[config.mk]
export PLATFORM = sky130hd
export DESIGN_NAME = xbee_api_rx
export DESIGN_NICKNAME = d
export VERILOG_FILES = /design/src/rtl/xbee_api_rx.sv
export SDC_FILE = /design/constraint.sdc
export NUM_CORES = 1
export LEC_CHECK = 0
export ABC_CLOCK_PERIOD_IN_PS = 2800
export BUFFER_PORTS_ARGS = -buffer_cell sky130_fd_sc_hd__buf_2
export CORE_ASPECT_RATIO = 1.25
export CORE_MARGIN = 3
export CORE_UTILIZATION = 50
export CTS_BUF_LIST = sky130_fd_sc_hd__clkbuf_4
export DETAILED_ROUTE_END_ITERATION = 8
export PLACE_DENSITY = 0.73
export SLEW_MARGIN = 0
export SYNTH_ARGS = -nofsm -noshare
export SYNTH_HDL_FRONTEND = slang
export SYNTH_SLANG_ARGS = --single-unit
[constraint.sdc]
create_clock -name Clk -period 2.8 [get_ports Clk]
set_clock_uncertainty 0.2 [all_clocks]
set_input_delay 0.28 -clock Clk [delete_from_list [all_inputs] [get_ports Clk]]
set_output_delay 0.28 -clock Clk [all_outputs]
set_load 0.02 [all_outputs]
[src/rtl/xbee_api_rx.sv]
`default_nettype none
// ============================================================================
//  Module      : xbee_api_rx
//  Description : XBee API frame receiver. A 16x-oversampled 8N1 UART feeds a
//                frame parser (delimiter, length, API ID, payload, checksum)
//                that streams payload bytes and emits a per-frame verdict.
//                Define XBEE_API_ESCAPE_EN for API mode 2 (0x7D escaping and
//                abort/resync on an unescaped 0x7E).
//  Revision    : 1.0 - initial release
// ============================================================================
module xbee_api_rx #(
    parameter int OVS_DIV = 651,
    parameter int MAX_LEN = 100
) (
    input  logic       Clk,
    input  logic       Reset,
    input  logic       Rx,
    output logic [7:0] Dout,
    output logic       DValid,
    output logic [7:0] FrameType,
    output logic       FrameOk,
    output logic       FrameErr,
    output logic [1:0] ErrCode,
    output logic       Busy
);

    localparam int              TICK_W    = (OVS_DIV > 1) ? $clog2(OVS_DIV) : 1;
    localparam logic [TICK_W-1:0] TICK_MAX = TICK_W'(OVS_DIV - 1);
    localparam logic [15:0]     MAX_LEN_W = 16'(MAX_LEN);

    localparam logic [1:0] ERR_CHKSUM  = 2'b00;
    localparam logic [1:0] ERR_LENGTH  = 2'b01;
    localparam logic [1:0] ERR_FRAMING = 2'b10;

    typedef enum logic [2:0] {
        U_IDLE  = 3'd0,
        U_START = 3'd1,
        U_DATA  = 3'd2,
        U_STOP  = 3'd3,
        U_BREAK = 3'd4
    } uart_state_t;

    typedef enum logic [2:0] {
        P_HUNT    = 3'd0,
        P_LEN_MSB = 3'd1,
        P_LEN_LSB = 3'd2,
        P_API_ID  = 3'd3,
        P_PAYLOAD = 3'd4,
        P_CHKSUM  = 3'd5
    } parse_state_t;

    // ------------------------------------------------------------------
    // Rx synchroniser and oversample tick
    // ------------------------------------------------------------------
    logic              rx_meta;
    logic              rx_sync;
    logic [TICK_W-1:0] tick_cnt;
    logic              tick;

    assign tick = (tick_cnt == TICK_MAX);

    // Two-flop synchroniser; resets to the idle-high line level
    always_ff @(posedge Clk or posedge Reset) begin
        if (Reset) begin
            rx_meta <= 1'b1;
            rx_sync <= 1'b1;
        end else begin
            rx_meta <= Rx;
            rx_sync <= rx_meta;
        end
    end

    // Free-running oversample divider, tick on wrap
    always_ff @(posedge Clk or posedge Reset) begin
        if (Reset)     tick_cnt <= '0;
        else if (tick) tick_cnt <= '0;
        else           tick_cnt <= tick_cnt + 1'b1;
    end

    // ------------------------------------------------------------------
    // UART bit engine
    // ------------------------------------------------------------------
    uart_state_t uart_state, uart_nxt;
    logic [3:0]  os_cnt, os_cnt_nxt;
    logic [2:0]  bit_cnt, bit_cnt_nxt;
    logic [7:0]  shift, shift_nxt;
    logic        byte_stb;
    logic        frm_err;

    // UART state and datapath registers
    always_ff @(posedge Clk or posedge Reset) begin
        if (Reset) begin
            uart_state <= U_IDLE;
            os_cnt     <= '0;
            bit_cnt    <= '0;
            shift      <= '0;
        end else begin
            uart_state <= uart_nxt;
            os_cnt     <= os_cnt_nxt;
            bit_cnt    <= bit_cnt_nxt;
            shift      <= shift_nxt;
        end
    end

    // UART next state: mid-bit sampling 8 ticks into start, then every 16
    always_comb begin
        uart_nxt    = uart_state;
        os_cnt_nxt  = os_cnt;
        bit_cnt_nxt = bit_cnt;
        shift_nxt   = shift;
        byte_stb    = 1'b0;
        frm_err     = 1'b0;
        case (uart_state)
            U_IDLE: begin
                if (!rx_sync) begin
                    uart_nxt   = U_START;
                    os_cnt_nxt = '0;
                end
            end
            U_START: begin
                if (tick) begin
                    if (os_cnt == 4'd7) begin
                        os_cnt_nxt  = '0;
                        bit_cnt_nxt = '0;
                        uart_nxt    = rx_sync ? U_IDLE : U_DATA;
                    end else begin
                        os_cnt_nxt = os_cnt + 4'd1;
                    end
                end
            end
            U_DATA: begin
                if (tick) begin
                    os_cnt_nxt = os_cnt + 4'd1;
                    if (os_cnt == 4'd15) begin
                        shift_nxt = {rx_sync, shift[7:1]};
                        if (bit_cnt == 3'd7) uart_nxt = U_STOP;
                        else                 bit_cnt_nxt = bit_cnt + 3'd1;
                    end
                end
            end
            U_STOP: begin
                if (tick) begin
                    os_cnt_nxt = os_cnt + 4'd1;
                    if (os_cnt == 4'd15) begin
                        if (rx_sync) begin
                            byte_stb = 1'b1;
                            uart_nxt = U_IDLE;
                        end else begin
                            frm_err  = 1'b1;
                            uart_nxt = U_BREAK;
                        end
                    end
                end
            end
            U_BREAK: begin
                // A low stop bit may be a break; only re-arm once the line idles
                if (rx_sync) uart_nxt = U_IDLE;
            end
            default: uart_nxt = U_IDLE;
        endcase
    end

    // ------------------------------------------------------------------
    // Frame parser
    // ------------------------------------------------------------------
    parse_state_t p_state, p_nxt;
    logic [15:0]  len, len_nxt;
    logic [15:0]  rem, rem_nxt;
    logic [15:0]  len_full;
    logic [7:0]   sum, sum_nxt;
    logic [7:0]   chk_sum;
    logic [7:0]   data_b;
    logic         take;
    logic [7:0]   dout_nxt, type_nxt;
    logic         dv_nxt, ok_nxt, err_nxt, busy_nxt;
    logic [1:0]   code_nxt;
`ifdef XBEE_API_ESCAPE_EN
    logic         esc, esc_nxt;
`endif

    assign len_full = {len[15:8], data_b};
    assign chk_sum  = sum + data_b;

    // Parser state, accumulators and registered outputs
    always_ff @(posedge Clk or posedge Reset) begin
        if (Reset) begin
            p_state   <= P_HUNT;
            len       <= '0;
            rem       <= '0;
            sum       <= '0;
            Dout      <= '0;
            DValid    <= 1'b0;
            FrameType <= '0;
            FrameOk   <= 1'b0;
            FrameErr  <= 1'b0;
            ErrCode   <= '0;
            Busy      <= 1'b0;
`ifdef XBEE_API_ESCAPE_EN
            esc       <= 1'b0;
`endif
        end else begin
            p_state   <= p_nxt;
            len       <= len_nxt;
            rem       <= rem_nxt;
            sum       <= sum_nxt;
            Dout      <= dout_nxt;
            DValid    <= dv_nxt;
            FrameType <= type_nxt;
            FrameOk   <= ok_nxt;
            FrameErr  <= err_nxt;
            ErrCode   <= code_nxt;
            Busy      <= busy_nxt;
`ifdef XBEE_API_ESCAPE_EN
            esc       <= esc_nxt;
`endif
        end
    end

    // Parser next state; every transition is qualified by a UART event
    always_comb begin
        p_nxt    = p_state;
        len_nxt  = len;
        rem_nxt  = rem;
        sum_nxt  = sum;
        dout_nxt = Dout;
        type_nxt = FrameType;
        code_nxt = ErrCode;
        busy_nxt = Busy;
        dv_nxt   = 1'b0;
        ok_nxt   = 1'b0;
        err_nxt  = 1'b0;
        data_b   = shift;
        take     = byte_stb;
`ifdef XBEE_API_ESCAPE_EN
        esc_nxt  = esc;
        if (byte_stb && (p_state != P_HUNT)) begin
            if (shift == 8'h7E) begin
                // Raw delimiter inside a frame: abort and treat it as a new start
                take     = 1'b0;
                err_nxt  = 1'b1;
                code_nxt = ERR_LENGTH;
                p_nxt    = P_LEN_MSB;
                busy_nxt = 1'b1;
                esc_nxt  = 1'b0;
            end else if (esc) begin
                data_b  = shift ^ 8'h20;
                esc_nxt = 1'b0;
            end else if (shift == 8'h7D) begin
                take    = 1'b0;
                esc_nxt = 1'b1;
            end
        end
        if (frm_err) esc_nxt = 1'b0;
`endif
        if (frm_err) begin
            if (p_state != P_HUNT) begin
                err_nxt  = 1'b1;
                code_nxt = ERR_FRAMING;
                p_nxt    = P_HUNT;
                busy_nxt = 1'b0;
            end
        end else if (take) begin
            case (p_state)
                P_HUNT: begin
                    if (data_b == 8'h7E) begin
                        p_nxt    = P_LEN_MSB;
                        busy_nxt = 1'b1;
                    end
                end
                P_LEN_MSB: begin
                    len_nxt = {data_b, 8'h00};
                    p_nxt   = P_LEN_LSB;
                end
                P_LEN_LSB: begin
                    if ((len_full == 16'd0) || (len_full > MAX_LEN_W)) begin
                        err_nxt  = 1'b1;
                        code_nxt = ERR_LENGTH;
                        p_nxt    = P_HUNT;
                        busy_nxt = 1'b0;
                    end else begin
                        len_nxt = len_full;
                        p_nxt   = P_API_ID;
                    end
                end
                P_API_ID: begin
                    type_nxt = data_b;
                    sum_nxt  = data_b;
                    rem_nxt  = len - 16'd1;
                    p_nxt    = (len == 16'd1) ? P_CHKSUM : P_PAYLOAD;
                end
                P_PAYLOAD: begin
                    dout_nxt = data_b;
                    dv_nxt   = 1'b1;
                    sum_nxt  = chk_sum;
                    rem_nxt  = rem - 16'd1;
                    if (rem == 16'd1) p_nxt = P_CHKSUM;
                end
                P_CHKSUM: begin
                    if (chk_sum == 8'hFF) begin
                        ok_nxt = 1'b1;
                    end else begin
                        err_nxt  = 1'b1;
                        code_nxt = ERR_CHKSUM;
                    end
                    p_nxt    = P_HUNT;
                    busy_nxt = 1'b0;
                end
                default: begin
                    p_nxt    = P_HUNT;
                    busy_nxt = 1'b0;
                end
            endcase
        end
    end

endmodule
`default_nettype wire
==> results of run 1 <==
-- power by group through the flow --
stage / logic (mW) / registers [mW] / clock network [mW]
6_report: 0.0369 / 1.38 / 0.846
5_1_grt: 0.0426 / 1.38 / 0.911
4_1_cts: 0.0389 / 1.38 / 0.861
3_5_place_dp: 0.0366 / 1.40 / 0
3_3_place_gp: 0.0360 / 1.40 / 0
2_1_floorplan: 0.0242 / 1.40 / 0
-- cell type report --
class / count / share of cell area
well taps: 126 / 0.0276
flip-flops and latches: 95 / 0.417
clock buffers: 9 / 0.0118
multi-input cells: 388 / 0.459
inverters: 12 / 0.00856
repair buffers: 50 / 0.0584
clock inverters: 7 / 0.0171
-- worst max path at each step --
stage                                     start                 end  slack [ns]  cells after the start
final                        sum[0]$_DFFE_PP0P_  FrameErr$_DFF_PP0_        0.14                      8
after global routing      data_b[0]$_DFFE_PP0P_  FrameErr$_DFF_PP0_        0.02                      8
after CTS                    len[8]$_DFFE_PP0P_  len[5]$_DFFE_PP0P_        0.11                      6
after detailed placement     len[8]$_DFFE_PP0P_  len[4]$_DFFE_PP0P_        0.14                      6
after global placement       len[8]$_DFFE_PP0P_  len[1]$_DFFE_PP0P_        0.23                      6
after floorplan           data_b[0]$_DFFE_PP0P_  FrameErr$_DFF_PP0_        0.34                      8
-- per-stage QoR --
stage / hold WS [ns] / std cells
final: 0.166 / 687
after global routing: 0.179 / 687
after detailed placement: 0.147 / 669
after CTS: 0.166 / 687
after global placement: 0.145 / 669
after floorplan: 0.0845 / 524
-- cell families (layout without fill, tap and decap cells) --
| logic type | after synthesis | after routing |
|---|---|---|
| AOI/OAI and AO/OA | 123 | 123 |
| xor gates and xnor gates | 31 | 31 |
| adders and majority gates | 17 | 17 |
| buffers and inverters | 41 | 78 |
| DFF | 95 | 95 |
| muxes | 37 | 37 |
| and+or+nand+nor | 180 | 180 |
-- cells in the mapped netlist, types with 2 or more instances --
library cell  instances
dfrtp_1              93
nand2_1              44
a21oi_1              41
nor2_1               41
nand3_1              26
mux2_1               23
o21ai_1              22
clkbuf_1             21
xor2_1               17
ha_1                 16
o21ai_0              16
xnor2_1              14
nor3_1               12
and3_1               11
inv_1                11
a22o_1                8
mux2_2                8
mux2i_1               6
nand2b_1              6
nand4_1               6
o31ai_1               6
nor3b_1               5
nor4_1                5
o22ai_1               5
a211oi_1              4
buf_2                 4
a21o_1                3
a31oi_1               3
and2_1                3
and4_1                3
buf_1                 3
or4_1                 3
a32o_1                2
dfstp_2               2
nor4_4                2
nor4b_1               2
-- layer usage --
layer / part of all wire / global-route usage / vias to the layer above / wire length (um)
met4: 0.021 / 0.0878 / 0 / 242
li1: - / - / 1955 / -
met5: 0 / 0 / - / 0
met1: 0.43 / 0.269 / 2042 / 4990
met3: 0.039 / 0.0326 / 19 / 463
met2: 0.51 / 0.361 / 92 / 6030
-- timing repair --
| item | in CTS | in global routing |
|---|---|---|
| resized for setup | 0 | 2 |
| setup endpoints to repair | 0 | 4 |
| hold buffers | 2 | 0 |
| hold endpoints to repair | 28 | 0 |
-- state kept, by name (all words and copies together) (netlist names) --
| signal | cells |
|---|---|
| len | 16 |
| tick_cnt | 10 |
| DValid | 1 |
| rx_sync | 1 |
| sum | 8 |
| ErrCode | 2 |
| bit_cnt | 3 |
| os_cnt | 4 |
| p_state | 3 |
| rx_meta | 1 |
| FrameType | 8 |
| rem | 16 |
| FrameErr | 1 |
| Busy | 1 |
| Dout | 8 |
| data_b | 8 |
| uart_state | 3 |
| FrameOk | 1 |
==> results.py, run 1 <==
metrics = {
    "timing": {
        "tns_ns": 0,
        "max_freq_ghz": 0.376,
        "setup_viol": 0,
        "drv_slew": 0,
        "rsz0062_at_grt": "no",
        "layout_setup_ws_ns": 0.140,
        "finalHoldViolCount": 0,
        "fin_crit_ns": 2.66,
        "maxSlewHeadroom": 0.540,
        "finalCritPeriodShare": 0.950,
        "tightestPinTransition_ns": 0.689,
    },
    "clocking": {
        "htree_levels": 3,
        "cts.sinks": 95,
        "clock_latency_ns": 0.48,
        "cts_tree": "built",
        "clk_pin_slew_ns": 0.14,
        "cts_inserted_buffers": 9,
        "clockRootBuffer": "clkbuf_4",
        "cts.path.max_buffers": 2,
        "cts_setup_buffers": 0,
    },
    "power": {
        "p_leak_nw": 2.78,
        "total_power_mw": 2.26,
        "p_int_mw": 1.75,
        "seqPwrFrac": 0.609,
        "vdd_ir_drop_max_mv": 0.275,
        "combPwrFrac": 0.016,
        "p_per_area_nw_per_um2": 397,
        "p_sw_mw": 0.516,
        "power_frac_clock": 0.374,
        "p_sw_frac": 0.228,
    },
    "floorplan": {
        "start_util": 0.525,
        "die_width_um": 96.8,
        "die_h_um": 120,
        "num_io_pins": 25,
        "die-area_um2": 11600,
        "std_cell_rows": 40,
        "fp.coreArea_um2": 9810,
    },
    "routing": {
        "first_iter_violations": 222,
        "firstDrtPassIters": 5,
        "viasPerCell": 5.98,
        "drt-wirelength-per-cell_um": 17.1,
        "via_count": 4108,
        "route.detailed.drc": 0,
        "drtAntennaViolNets": 0,
        "wirelength_um": 11700,
    },
    "synthesis": {
        "ys_types": 63,
        "async_flop_share": 1.00,
        "synth_edf_count": 0,
        "synthCells": 524,
        "synth_top_area_cell": "dfrtp_1",
        "synth_area_leaders": "dfrtp_1, mux2_1, a21oi_1",
        "synthMuxAreaShare": 0.0794,
        "yosys_warnings": 0,
        "synthXorXnorAreaFrac": 0.0527,
        "synth_top_family_by_area": "simple AND/OR/NAND/NOR gates",
        "synth_area_um2": 5150,
        "syn_avg_cell_area_um2": 9.84,
        "synth-seq-area-share": 0.462,
        "synthAdderAreaFrac": 0.0427,
        "synth_compound_area_frac": 0.148,
        "syn-num-nets": 544,
        "yosys.area_share.simple": 0.184,
        "synth-seq-cells": 95,
        "ys.flop_type": "dfrtp_1",
        "yosysTopAreaCellShare": 0.452,
    },
    "worst_setup_path": {
        "r2r_cells": 8,
        "crit_required_ns": 2.97,
        "end_kind": "flip-flop",
        "crit_chain": "ha_1 > fa_1 > a211oi_1 > o21bai_1 > a21oi_1 > xnor2_1 > a31oi_1 > o221a_1",
        "crit_family": "compound AO/OA/AOI/OAI gates",
        "reg2reg_slack_ns": 0.14,
        "slowest_delay_ns": 0.41,
        "critPathMaxFanout": 4,
        "crit_slowest_cell": "dfrtp_1",
        "crit_type": "flip-flop to flip-flop",
        "r2r_start": "sum[0]$_DFFE_PP0P_",
        "crit_arrival_ns": 2.83,
        "r2r_end": "FrameErr$_DFF_PP0_",
        "start_kind": "flip-flop",
        "timing.critical_path.buf_inv": 0,
    },
    "min_path": {
        "min_path_type": "flip-flop to flip-flop",
        "whs_endpoint": "rx_sync$_DFF_PP1_",
        "hold_depth": 0,
        "hold_start": "rx_meta$_DFF_PP1_",
    },
    "grt": {
        "overflow": 0,
        "track_usage": 0.212,
        "grt_max_degree": 43,
        "grt_pass1_vias": 4113,
        "grt_pass1_wl_um": 20100,
        "antenna_found_initial": 0,
    },
    "cells_and_area": {
        "drive_gt1_frac": 0.155,
        "diodes": 0,
        "fillers": 870,
        "area.sequential_um2": 2380,
        "final_common_cell": "dfrtp_1",
        "final_cell_mix": "dfrtp_1, nand2_1, nor2_1, a21oi_1, nand3_1",
        "area_growth_pct": 10.6,
        "final_core_util": 0.581,
        "nets": 576,
        "multi_input_area_um2": 2620,
        "fin_area_um2": 5700,
    },
    "placed_design": {
        "place_hpwl_um": 8480,
        "place_ws_ns": 0.145,
        "place_congestion": 0.983,
        "io_buffers": 24,
        "post_dp_cell_area_um2": 5510,
    },
    "flow_run": {
        "maxCapViolCount": 0,
    },
    "outcome": {
        "outcome": "finished clean",
    },
}
No activity file was read; power rests on OpenSTA's default activity.
==> run 2, diff against run 1 <==
ABC_CLOCK_PERIOD_IN_PS = 2870   (was 2800)
BUFFER_PORTS_ARGS = -buffer_cell sky130_fd_sc_hd__buf_4   (was -buffer_cell sky130_fd_sc_hd__buf_2)
PLACE_DENSITY = 0.7   (was 0.73)
REMOVE_ABC_BUFFERS = 1   (was default)
clock period = 2.87 ns   (was 2.8 ns; I/O delays follow)
==> run 2 against run 1 <==
Effect of this change: combinational power barely moved; critical path type unchanged; power is 5.2% lower; die area unchanged.
==> results.py, run 2 (synthesized netlist as in run 1, its figures left out) <==
metrics = {
    "cells_and_area": {
        "largestRegisters": "len: 16 flops, rem: 16 flops, tick_cnt: 10 flops",
        "multi_input_area_um2": 2620,
        "final_cell_mix": "dfrtp_1, nand2_1, buf_4",
        "final_core_util": 0.581,
        "drive_gt1_frac": 0.146,
        "nets": 571,
        "final_common_cell": "dfrtp_1",
        "area_growth_pct": 10.7,
        "diodes": 0,
        "area.sequential_um2": 2380,
        "fillers": 894,
    },
    "routing": {
        "highest_layer": "met4",
        "wl_met2_um": 5320,
        "drt-wirelength-per-cell_um": 16.2,
        "first_iter_violations": 217,
        "met3WireLength_um": 426,
        "via_count": 3980,
        "viasPerCell": 5.84,
        "route.detailed.drc": 0,
        "firstDrtPassIters": 4,
        "wirelength_um": 11000,
        "drtAntennaViolNets": 0,
        "wl_met1_um": 5090,
    },
    "grt": {
        "track_usage": 0.200,
        "antenna_found_initial": 0,
        "grt_max_degree": 47,
        "grt_pass1_wl_um": 18900,
        "grt_pass1_vias": 3865,
        "overflow": 0,
    },
    "worst_setup_path": {
        "crit_chain": "ha_1 > fa_1 > a211oi_1 > o21bai_1 > a21oi_1 > xnor2_1 > a31oi_1 > o221a_1",
        "crit_slowest_cell": "dfrtp_1",
        "critPathMaxFanout": 4,
        "timing.critical_path.buf_inv": 0,
        "crit_family": "compound AO/OA/AOI/OAI gates",
        "end_kind": "flip-flop",
        "crit_type": "flip-flop to flip-flop",
        "start_kind": "flip-flop",
        "slowest_delay_ns": 0.41,
        "crit_arrival_ns": 2.80,
        "crit_required_ns": 3.05,
    },
    "timing": {
        "finalHoldViolCount": 0,
        "fin_hold_ws_ns": 0.175,
        "maxSlewHeadroom": 0.579,
        "rsz0062_at_grt": "no",
        "setup_viol": 0,
        "drv_slew": 0,
        "finalCritPeriodShare": 0.912,
        "tightestPinTransition_ns": 0.626,
        "max_freq_ghz": 0.382,
        "fin_crit_ns": 2.62,
    },
    "clocking": {
        "cts_tree": "built",
        "clk_pin_slew_ns": 0.16,
        "cts.path.max_buffers": 2,
        "clockRootBuffer": "clkbuf_4",
        "clock_latency_ns": 0.48,
        "cts_inserted_buffers": 9,
        "cts.sinks": 95,
        "htree_levels": 3,
        "cts_setup_buffers": 0,
    },
    "floorplan": {
        "fp.coreArea_um2": 9810,
        "die_width_um": 96.8,
        "std_cell_rows": 40,
        "die_h_um": 120,
        "die-area_um2": 11600,
        "num_io_pins": 25,
        "start_util": 0.525,
    },
    "placed_design": {
        "io_buffers": 24,
        "place_congestion": 0.875,
        "place_hpwl_um": 7950,
    },
    "power": {
        "vdd_ir_drop_max_mv": 0.266,
        "p_leak_nw": 2.74,
        "p_per_area_nw_per_um2": 376,
        "total_power_mw": 2.14,
    },
    "min_path": {
        "min_path_type": "flip-flop to flip-flop",
    },
    "flow_run": {
        "maxCapViolCount": 0,
    },
    "outcome": {
        "outcome": "finished clean",
    },
}
run 2: changes by cell type in the layout (fill, tap and decap cells not counted):
cell        before  now
buf_4           23   42
buf_2           24    0
clkinvlp_4       3    2
and4_2           1    0
bufinv_16        2    1
and4_1           2    3
inv_6            0    2
run 2: stage by stage:
stage / instances / setup slack [ns] / cell area [um^2] / TNS [ns]
2_1_floorplan: 495 / -0.162 / 5030 / -9.15
6_report: 682 / 0.253 / 5700 / 0
3_5_place_dp: 664 / 0.178 / 5530 / 0
4_1_cts: 682 / 0.110 / 5700 / 0
3_3_place_gp: 664 / 0.264 / 5530 / 0
5_1_grt: 682 / 0.0423 / 5700 / 0
run 2: final timing paths:
kind	cells past startpoint	to	from	slack, ns
hold reg to reg	0	rx_sync$_DFF_PP1_	rx_meta$_DFF_PP1_	0.17
min in group asynchronous	3	len[3]$_DFFE_PP0P_	Reset	0.20
setup / recovery	8	FrameErr$_DFF_PP0_	data_b[0]$_DFFE_PP0P_	0.25
max in group asynchronous	4	rx_sync$_DFF_PP1_	Reset	1.56
hold / removal	0	rx_sync$_DFF_PP1_	rx_meta$_DFF_PP1_	0.17
setup reg to reg	8	FrameErr$_DFF_PP0_	data_b[0]$_DFFE_PP0P_	0.25
run 2: layout make-up:
cell class,instances,share of cell area
clock buffer,9,0.0118
clock inverter,7,0.0140
inverter,12,0.00812
multi-input combinational,388,0.459
timing repair buffer,45,0.0623
sequential,95,0.417
tap,126,0.0276
run 2: worst reg2reg max path, cell delays in order (launching register included):
cell and delay, ns:
dfrtp_1 0.41, ha_1 0.21, fa_1 0.40, a211oi_1 0.33, o21bai_1 0.12, a21oi_1 0.19, xnor2_1 0.21, a31oi_1 0.15
o221a_1 0.28
run 2: layer usage:
layer | vias up | global-route usage
met1 | 1917 | 0.266
li1 | 1952 | -
met2 | 96 | 0.323
met5 | - | 0
met3 | 15 | 0.0390
met4 | 0 | 0.0781
run 2: where the power goes:
part	internal, mW	switching [mW]
clock network	0.274	0.488
logic	0.00827	0.0288
registers	1.34	0.00307
total	1.62	0.520
run 2: timing repair:
item                       in CTS  in global routing
setup endpoints to repair       0                  7
resized for setup               0                  1
hold endpoints to repair       31                  0
hold buffers                    2                  0
